--- config.mk ---
export PLATFORM = sky130hd
export DESIGN_NAME = ds_decimator_flat
export DESIGN_NICKNAME = d
export VERILOG_FILES = /design/src/rtl/ds_decimator_pkg.sv /design/src/rtl/ds_decimator_if.sv /design/src/rtl/ds_cic_stage.sv /design/src/rtl/ds_decimator.sv /design/src/flat_wrapper.sv
export SDC_FILE = /design/constraint.sdc
export NUM_CORES = 1
export LEC_CHECK = 0
export CAP_MARGIN = 20
export CORE_MARGIN = 4
export CORE_UTILIZATION = 45
export CTS_CLUSTER_SIZE = 25
export DETAILED_ROUTE_END_ITERATION = 12
export GPL_TIMING_DRIVEN = 0
export REMOVE_ABC_BUFFERS = 1
export SLEW_MARGIN = 0
export SYNTH_ARGS = -nofsm -noshare
export SYNTH_HDL_FRONTEND = slang
export SYNTH_SLANG_ARGS = --single-unit
--- constraint.sdc ---
create_clock -name clk -period 8.4 [get_ports clk]
set_input_delay 2.1 -clock clk [delete_from_list [all_inputs] [get_ports clk]]
set_output_delay 2.1 -clock clk [all_outputs]
set_load 0.01 [all_outputs]
--- src/rtl/ds_decimator_pkg.sv ---
// Shared constants and types for the delta-sigma receive decimator.
// PCM width/limit match the ds_dac side of the link.
package ds_decimator_pkg;

  localparam int DS_PCM_W = 16;
  localparam logic [DS_PCM_W-1:0] DS_PCM_MAX = 16'hFFFF;

  typedef enum logic [1:0] {
    PR_NONE,
    PR_ONE,
    PR_DONE
  } prime_e;

endpackage

--- src/rtl/ds_decimator_if.sv ---
// Bitstream-in / PCM-out bundle of the decimator.
// slave = decimator side, master = driver/consumer side.
interface ds_decimator_if
  import ds_decimator_pkg::*;
();

  logic                clk_en;
  logic                clr;
  logic                din;
  logic                ce_out;
  logic [DS_PCM_W-1:0] dout;
  logic                dout_valid;
  logic                clip;

  modport master (
    output clk_en, clr, din,
    input  ce_out, dout, dout_valid, clip
  );

  modport slave (
    input  clk_en, clr, din,
    output ce_out, dout, dout_valid, clip
  );

endinterface

--- src/rtl/ds_cic_stage.sv ---
// One CIC section: modular integrator plus comb with a decimated delay.
// FWD exposes the post-update integrator value instead of the stored one.
module ds_cic_stage #(
  parameter int W   = 17,
  parameter bit FWD = 1'b0
) (
  input  logic         clk,
  input  logic         rst,
  input  logic         clr,
  input  logic         en,
  input  logic         dump,
  input  logic [W-1:0] int_in,
  output logic [W-1:0] int_out,
  input  logic [W-1:0] comb_in,
  output logic [W-1:0] comb_out
);

  logic [W-1:0] acc;
  logic [W-1:0] acc_nxt;
  logic [W-1:0] z;

  assign acc_nxt  = acc + int_in;
  assign int_out  = FWD ? acc_nxt : acc;
  assign comb_out = comb_in - z;

  always_ff @(posedge clk or posedge rst) begin
    if (rst) begin
      acc <= '0;
      z   <= '0;
    end else if (clr) begin
      acc <= '0;
      z   <= '0;
    end else if (en) begin
      acc <= acc_nxt;
      if (dump) z <= comb_in;
    end
  end

endmodule

--- src/rtl/ds_decimator.sv ---
// sinc^2 decimator: 1-bit bitstream in, saturated 16-bit PCM out.
// Two CIC sections, decimation phase, priming FSM and output register.
module ds_decimator
  import ds_decimator_pkg::*;
#(
  parameter int LOG2_DECIM = 8
) (
  input logic          clk,
  input logic          rst,
  ds_decimator_if.slave bus
);

  localparam int W  = 2*LOG2_DECIM + 1;
  localparam int SH = 2*LOG2_DECIM;

  logic [LOG2_DECIM-1:0]   phase;
  logic                    tick;
  logic                    primed;
  logic [W-1:0]            din_w;
  logic [W-1:0]            i1;
  logic [W-1:0]            i2_nxt;
  logic [W-1:0]            c1;
  logic [W-1:0]            c2;
  logic                    tick_q;
  logic [W-1:0]            y_q;
  logic [W+DS_PCM_W-1:0]   wide;
  logic                    sat;
  logic [DS_PCM_W-1:0]     pcm;
  prime_e                  prime_q;
  prime_e                  prime_d;

  assign bus.ce_out = bus.clk_en;
  assign tick       = bus.clk_en && (phase == '1);
  assign din_w      = {{(W-1){1'b0}}, bus.din};

  ds_cic_stage #(.W(W), .FWD(1'b0)) u_s1 (
    .clk      (clk),
    .rst      (rst),
    .clr      (bus.clr),
    .en       (bus.clk_en),
    .dump     (tick),
    .int_in   (din_w),
    .int_out  (i1),
    .comb_in  (i2_nxt),
    .comb_out (c1)
  );

  ds_cic_stage #(.W(W), .FWD(1'b1)) u_s2 (
    .clk      (clk),
    .rst      (rst),
    .clr      (bus.clr),
    .en       (bus.clk_en),
    .dump     (tick),
    .int_in   (i1),
    .int_out  (i2_nxt),
    .comb_in  (c1),
    .comb_out (c2)
  );

  // Shift by 16 then by 2*LOG2_DECIM covers both scale directions.
  assign wide = {y_q, {DS_PCM_W{1'b0}}} >> SH;
  assign sat  = |wide[W+DS_PCM_W-1:DS_PCM_W];
  assign pcm  = sat ? DS_PCM_MAX : wide[DS_PCM_W-1:0];

  always_ff @(posedge clk or posedge rst) begin
    if (rst) prime_q <= PR_NONE;
    else     prime_q <= prime_d;
  end

  always_comb begin
    prime_d = prime_q;
    if (bus.clr) begin
      prime_d = PR_NONE;
    end else if (tick) begin
      unique case (prime_q)
        PR_NONE: prime_d = PR_ONE;
        PR_ONE:  prime_d = PR_DONE;
        default: prime_d = PR_DONE;
      endcase
    end
  end

  assign primed = (prime_q == PR_DONE);

  always_ff @(posedge clk or posedge rst) begin
    if (rst) begin
      phase          <= '0;
      tick_q         <= 1'b0;
      y_q            <= '0;
      bus.dout       <= '0;
      bus.dout_valid <= 1'b0;
      bus.clip       <= 1'b0;
    end else if (bus.clr) begin
      phase          <= '0;
      tick_q         <= 1'b0;
      y_q            <= '0;
      bus.dout       <= '0;
      bus.dout_valid <= 1'b0;
      bus.clip       <= 1'b0;
    end else begin
      if (bus.clk_en) phase <= phase + LOG2_DECIM'(1);
      tick_q         <= tick && primed;
      if (tick) y_q  <= c2;
      bus.dout_valid <= tick_q;
      if (tick_q) begin
        bus.dout <= pcm;
        bus.clip <= sat;
      end
    end
  end

endmodule

--- src/flat_wrapper.sv ---
// flat-port wrapper written by rule: the top's interface ports become plain ports
module ds_decimator_flat import ds_decimator_pkg::*;
#(
  parameter int LOG2_DECIM = 8
)
  (clk, rst, bus_clk_en, bus_clr, bus_din, bus_ce_out, bus_dout, bus_dout_valid, bus_clip);
  ds_decimator_if bus_i ();
  input logic clk;
  input logic rst;
  input wire logic [$bits(bus_i.clk_en)-1:0] bus_clk_en;
  input wire logic [$bits(bus_i.clr)-1:0] bus_clr;
  input wire logic [$bits(bus_i.din)-1:0] bus_din;
  output wire logic [$bits(bus_i.ce_out)-1:0] bus_ce_out;
  output wire logic [$bits(bus_i.dout)-1:0] bus_dout;
  output wire logic [$bits(bus_i.dout_valid)-1:0] bus_dout_valid;
  output wire logic [$bits(bus_i.clip)-1:0] bus_clip;
  assign bus_i.clk_en = bus_clk_en;
  assign bus_i.clr = bus_clr;
  assign bus_i.din = bus_din;
  assign bus_ce_out = bus_i.ce_out;
  assign bus_dout = bus_i.dout;
  assign bus_dout_valid = bus_i.dout_valid;
  assign bus_clip = bus_i.clip;
  ds_decimator #(.LOG2_DECIM(LOG2_DECIM)) u_core (.clk(clk), .rst(rst), .bus(bus_i));
endmodule
==> out/qor.yml <==
worst_setup_path:
  critPathLaunchType: "primary input"
  startpoint: "bus_clk_en"
  r2r_end: "u_core.y_q[16]$_DFFE_PP0N_"
  critical_path.reg2reg.startpoint: "u_core.u_s1.int_out[0]$_DFFE_PP0P_"
  crit_buf_inv: 2
  cp_num_cells: 2
  setup.worst_path.end_class: "output pin"
  worst-endpoint-arrival_ns: 3.46
  cp_slowest_stage_delay_ns: 0.69
  critical_path_peak_fanout: 45
  worst-endpoint-required_ns: 6.30
  crit_end: "bus_ce_out"
  r2r_slack_ns: 2.86
  critical_path.slowest_cell: "clkdlybuf4s50_1"
  worstRegToRegCells: 22
  worst-setup-path-type: "primary input to output pin"
  path_delay_family: "buffers and inverters"
  crit_chain: "buf_2 > clkdlybuf4s50_1"
sta:
  layout_worst_path_cycle_share: 0.661
  finalWorstPathRequiredPeriod_ns: 5.56
  timing_max_transition_violations_final: 0
  report.final.setup_viol: 0
  rsz0062_at_grt: "false"
  fmaxAchievable_mhz: 180
  final-hold-violation-count: 0
  timing.max_slew.rel_slack: 0.326
  totalNegativeSetupSlack_ns: 0
  fin_worst_skew_ns: 0.00483
  max_slew.worst_pin.slew_ns: 1.01
min_path:
  min-delay-path-class: "flop to flop"
yosys:
  synth.top_cells.by_count: "114 x dfrtp_1, 108 x nor2_1, 76 x nand2_1, 71 x a21oi_1, 54 x inv_1"
  area_leader_netlist: "dfrtp_1"
  yosys_warnings: 0
  synthCells: 827
  postSynthRegisterBits: 114
  ys_seq_area_frac: 0.391
  synth-async-reset-ratio: 1.00
  post_synth_edffs: 0
  synth.area.top_cells: "dfrtp_1 39%, ha_1 8.7%, nor2_1 5.6%"
  synthesis.area_um2: 7300
  synth.avg_cell_area_um2: 8.82
  yosysUniqueCellTypes: 67
  area_share_of_the_largest_cell_type_after_synthesis: 0.391
  ys_dominant_reg_cell: "dfrtp_1"
  synth_most_common_cell: "dfrtp_1"
global_route:
  grt_antenna_before_repair: 0
  grt_start_max_net_pins: 95
  global_route_wire_length_before_repair_mm: 26.6
  number_of_global_route_vias_before_repair: 5767
  grt_use_total: 0.177
  grt.overflow.total: 0
detailed_routing:
  route.antenna.remaining_nets: 0
  violation_count_after_the_first_detailed_routing_iteration: 318
  routed-via-count: 5712
  wire_per_inst_um: 14.4
  detailedRoute.firstPassIterationCount: 7
  detail_route.drc_violations: 0
  post_drt_via_cell_ratio: 5.39
  drt-total-wl_mm: 15.2
cts:
  cts_tree: "done"
  cts.reportedPaths.clkPinSlew_ns: 0.05
  latest_clock_arrival_within_the_worst_skew_pair_ns: 0.42
  cts_num_sinks: 114
  post_cts_sizing_count: 0
  cts_hold_buffers: 0
  htreeDepth: 4
  post-cts-setup-buffers: 0
  root_buffer: "clkbuf_16"
  max-clock-path-buffers: 2
  numCtsBuffers: 17
final_layout:
  num_antenna_cells: 0
  num-nets-final: 890
  area.growth.synth_to_final_pct: 14.0
  fraction_of_layout_cells_with_a_size_suffix_above_1: 0.0735
  fin_area_um2: 8320
  layout_filler_cell_count: 1468
place:
  buffer_ports.inserted: 23
  placed_cell_area_um2: 7690
  finalWeightedCongestion: 0.875
  dpl.hpwl_mm: 10.3
floorplan:
  fp.dieArea_um2: 18300
  design.portCount: 24
  dieWidth_um: 135
  die_h_um: 135
  coreArea_um2: 15900
  initial_core_utilization: 0.459
  rows: 46
run_status:
  run_status: "complete, no violations"
power:
  power.leakage_nw: 3.65
  power_density_nw_per_um2: 177
  vdd_ir_drop_max_mv: 0.134
flow_run:
  drv_cap: 0
==> report_power, final <==
| group | total [mW] | leakage (nW) | switching (mW) | internal (mW) |
|---|---|---|---|---|
| Sequential | 0.555 | 1.59 | 0.00240 | 0.552 |
| Clock | 0.760 | 0.312 | 0.244 | 0.516 |
| Combinational | 0.162 | 1.75 | 0.0991 | 0.0626 |
==> per-stage QoR <==
stage / util / setup slack, ns / instances / power (mW) / hold slack (ns)
CTS: 0.524 / 2.82 / 1060 / 1.49 / 0.501
finish: 0.524 / 2.84 / 1060 / 1.48 / 0.496
floorplan: - / 3.28 / 787 / 0.680 / 0.453
global placement: 0.480 / 0.547 / 1026 / 0.719 / 0.469
detailed placement: 0.484 / 2.83 / 1028 / 0.725 / 0.486
global route: 0.524 / 2.44 / 1060 / 1.54 / 0.533
==> worst min path at each step <==
stage / end / cells after the start / from
2_1_floorplan: u_core.u_s2.acc[9]$_DFFE_PP0P_ / 2 / u_core.u_s2.acc[9]$_DFFE_PP0P_
4_1_cts: u_core.u_s2.acc[9]$_DFFE_PP0P_ / 2 / u_core.u_s2.acc[9]$_DFFE_PP0P_
3_5_place_dp: u_core.u_s2.acc[9]$_DFFE_PP0P_ / 2 / u_core.u_s2.acc[9]$_DFFE_PP0P_
5_1_grt: u_core.y_q[6]$_DFFE_PP0N_ / 2 / u_core.y_q[6]$_DFFE_PP0N_
3_3_place_gp: u_core.tick_q$_DFF_PP0_ / 1 / u_core.prime_q[0]$_DFFE_PP0N_
6_report: u_core.u_s2.acc[9]$_DFFE_PP0P_ / 2 / u_core.u_s2.acc[9]$_DFFE_PP0P_
==> logic make-up (layout without fill, tap and decap cells) <==
group / count (synthesis) / after routing / share of synthesized area
flops: 114 / 114 / 0.391
fa+ha+maj: 54 / 54 / 0.0957
simple gates: 292 / 292 / 0.185
mux: 8 / 8 / 0.0110
compound gates: 209 / 209 / 0.196
buf+inv: 94 / 111 / 0.0504
xor+xnor: 56 / 56 / 0.0708
==> per-layer routing <==
layer / vias up / wire length [um] / global-route usage
met5: - / 0 / 0
li1: 2872 / - / -
met2: 99 / 7440 / 0.299
met4: 0 / 338 / 0.0806
met3: 32 / 497 / 0.0375
met1: 2709 / 6950 / 0.217
==> layout by cell type, fill, tap and decap left out, types with 3 or more instances in the layout <==
| cell | instances |
|---|---|
| a211oi_1 | 24 |
| a211oi_2 | 3 |
| a21boi_1 | 3 |
| a21o_1 | 20 |
| a21oi_1 | 71 |
| a21oi_2 | 3 |
| a31oi_1 | 7 |
| and2_1 | 3 |
| and3_1 | 8 |
| and4_1 | 3 |
| bufinv_16 | 4 |
| clkbuf_16 | 17 |
| clkbuf_8 | 3 |
| clkdlybuf4s50_1 | 21 |
| clkinv_2 | 6 |
| dfrtp_1 | 114 |
| fa_1 | 3 |
| ha_1 | 51 |
| inv_1 | 53 |
| mux2i_1 | 8 |
| nand2_1 | 76 |
| nand2b_1 | 18 |
| nand3_1 | 30 |
| nand4_1 | 10 |
| nor2_1 | 108 |
| nor2b_1 | 8 |
| nor3_1 | 9 |
| o211ai_1 | 5 |
| o21a_1 | 10 |
| o21ai_0 | 25 |
| o21ai_1 | 5 |
| o31ai_1 | 4 |
| or3_1 | 5 |
| or4_1 | 3 |
| xnor2_1 | 26 |
| xor2_1 | 28 |
==> flip-flops by register name (all words and copies together) (netlist names) <==
| name | cells |
|---|---|
| u_core.bus.dout_valid | 1 |
| u_core.bus.clip | 1 |
| u_core.bus.dout | 16 |
| u_core.prime_q | 2 |
| u_core.u_s1.z | 17 |
| u_core.phase | 8 |
| u_core.tick_q | 1 |
| u_core.y_q | 17 |
| u_core.u_s2.z | 17 |
| u_core.u_s1.int_out | 17 |
| u_core.u_s2.acc | 17 |
==> final cells by class <==
cell class,count,area [um2],area share
sequential,114,2850,0.343
tap,216,270,0.0325
timing repair buffer,25,270,0.0325
inverter,54,208,0.0250
clock inverter,11,158,0.0190
clock buffer,21,470,0.0566
multi-input combinational,619,4090,0.492
Note: power is estimated with default switching activity, not from simulation.
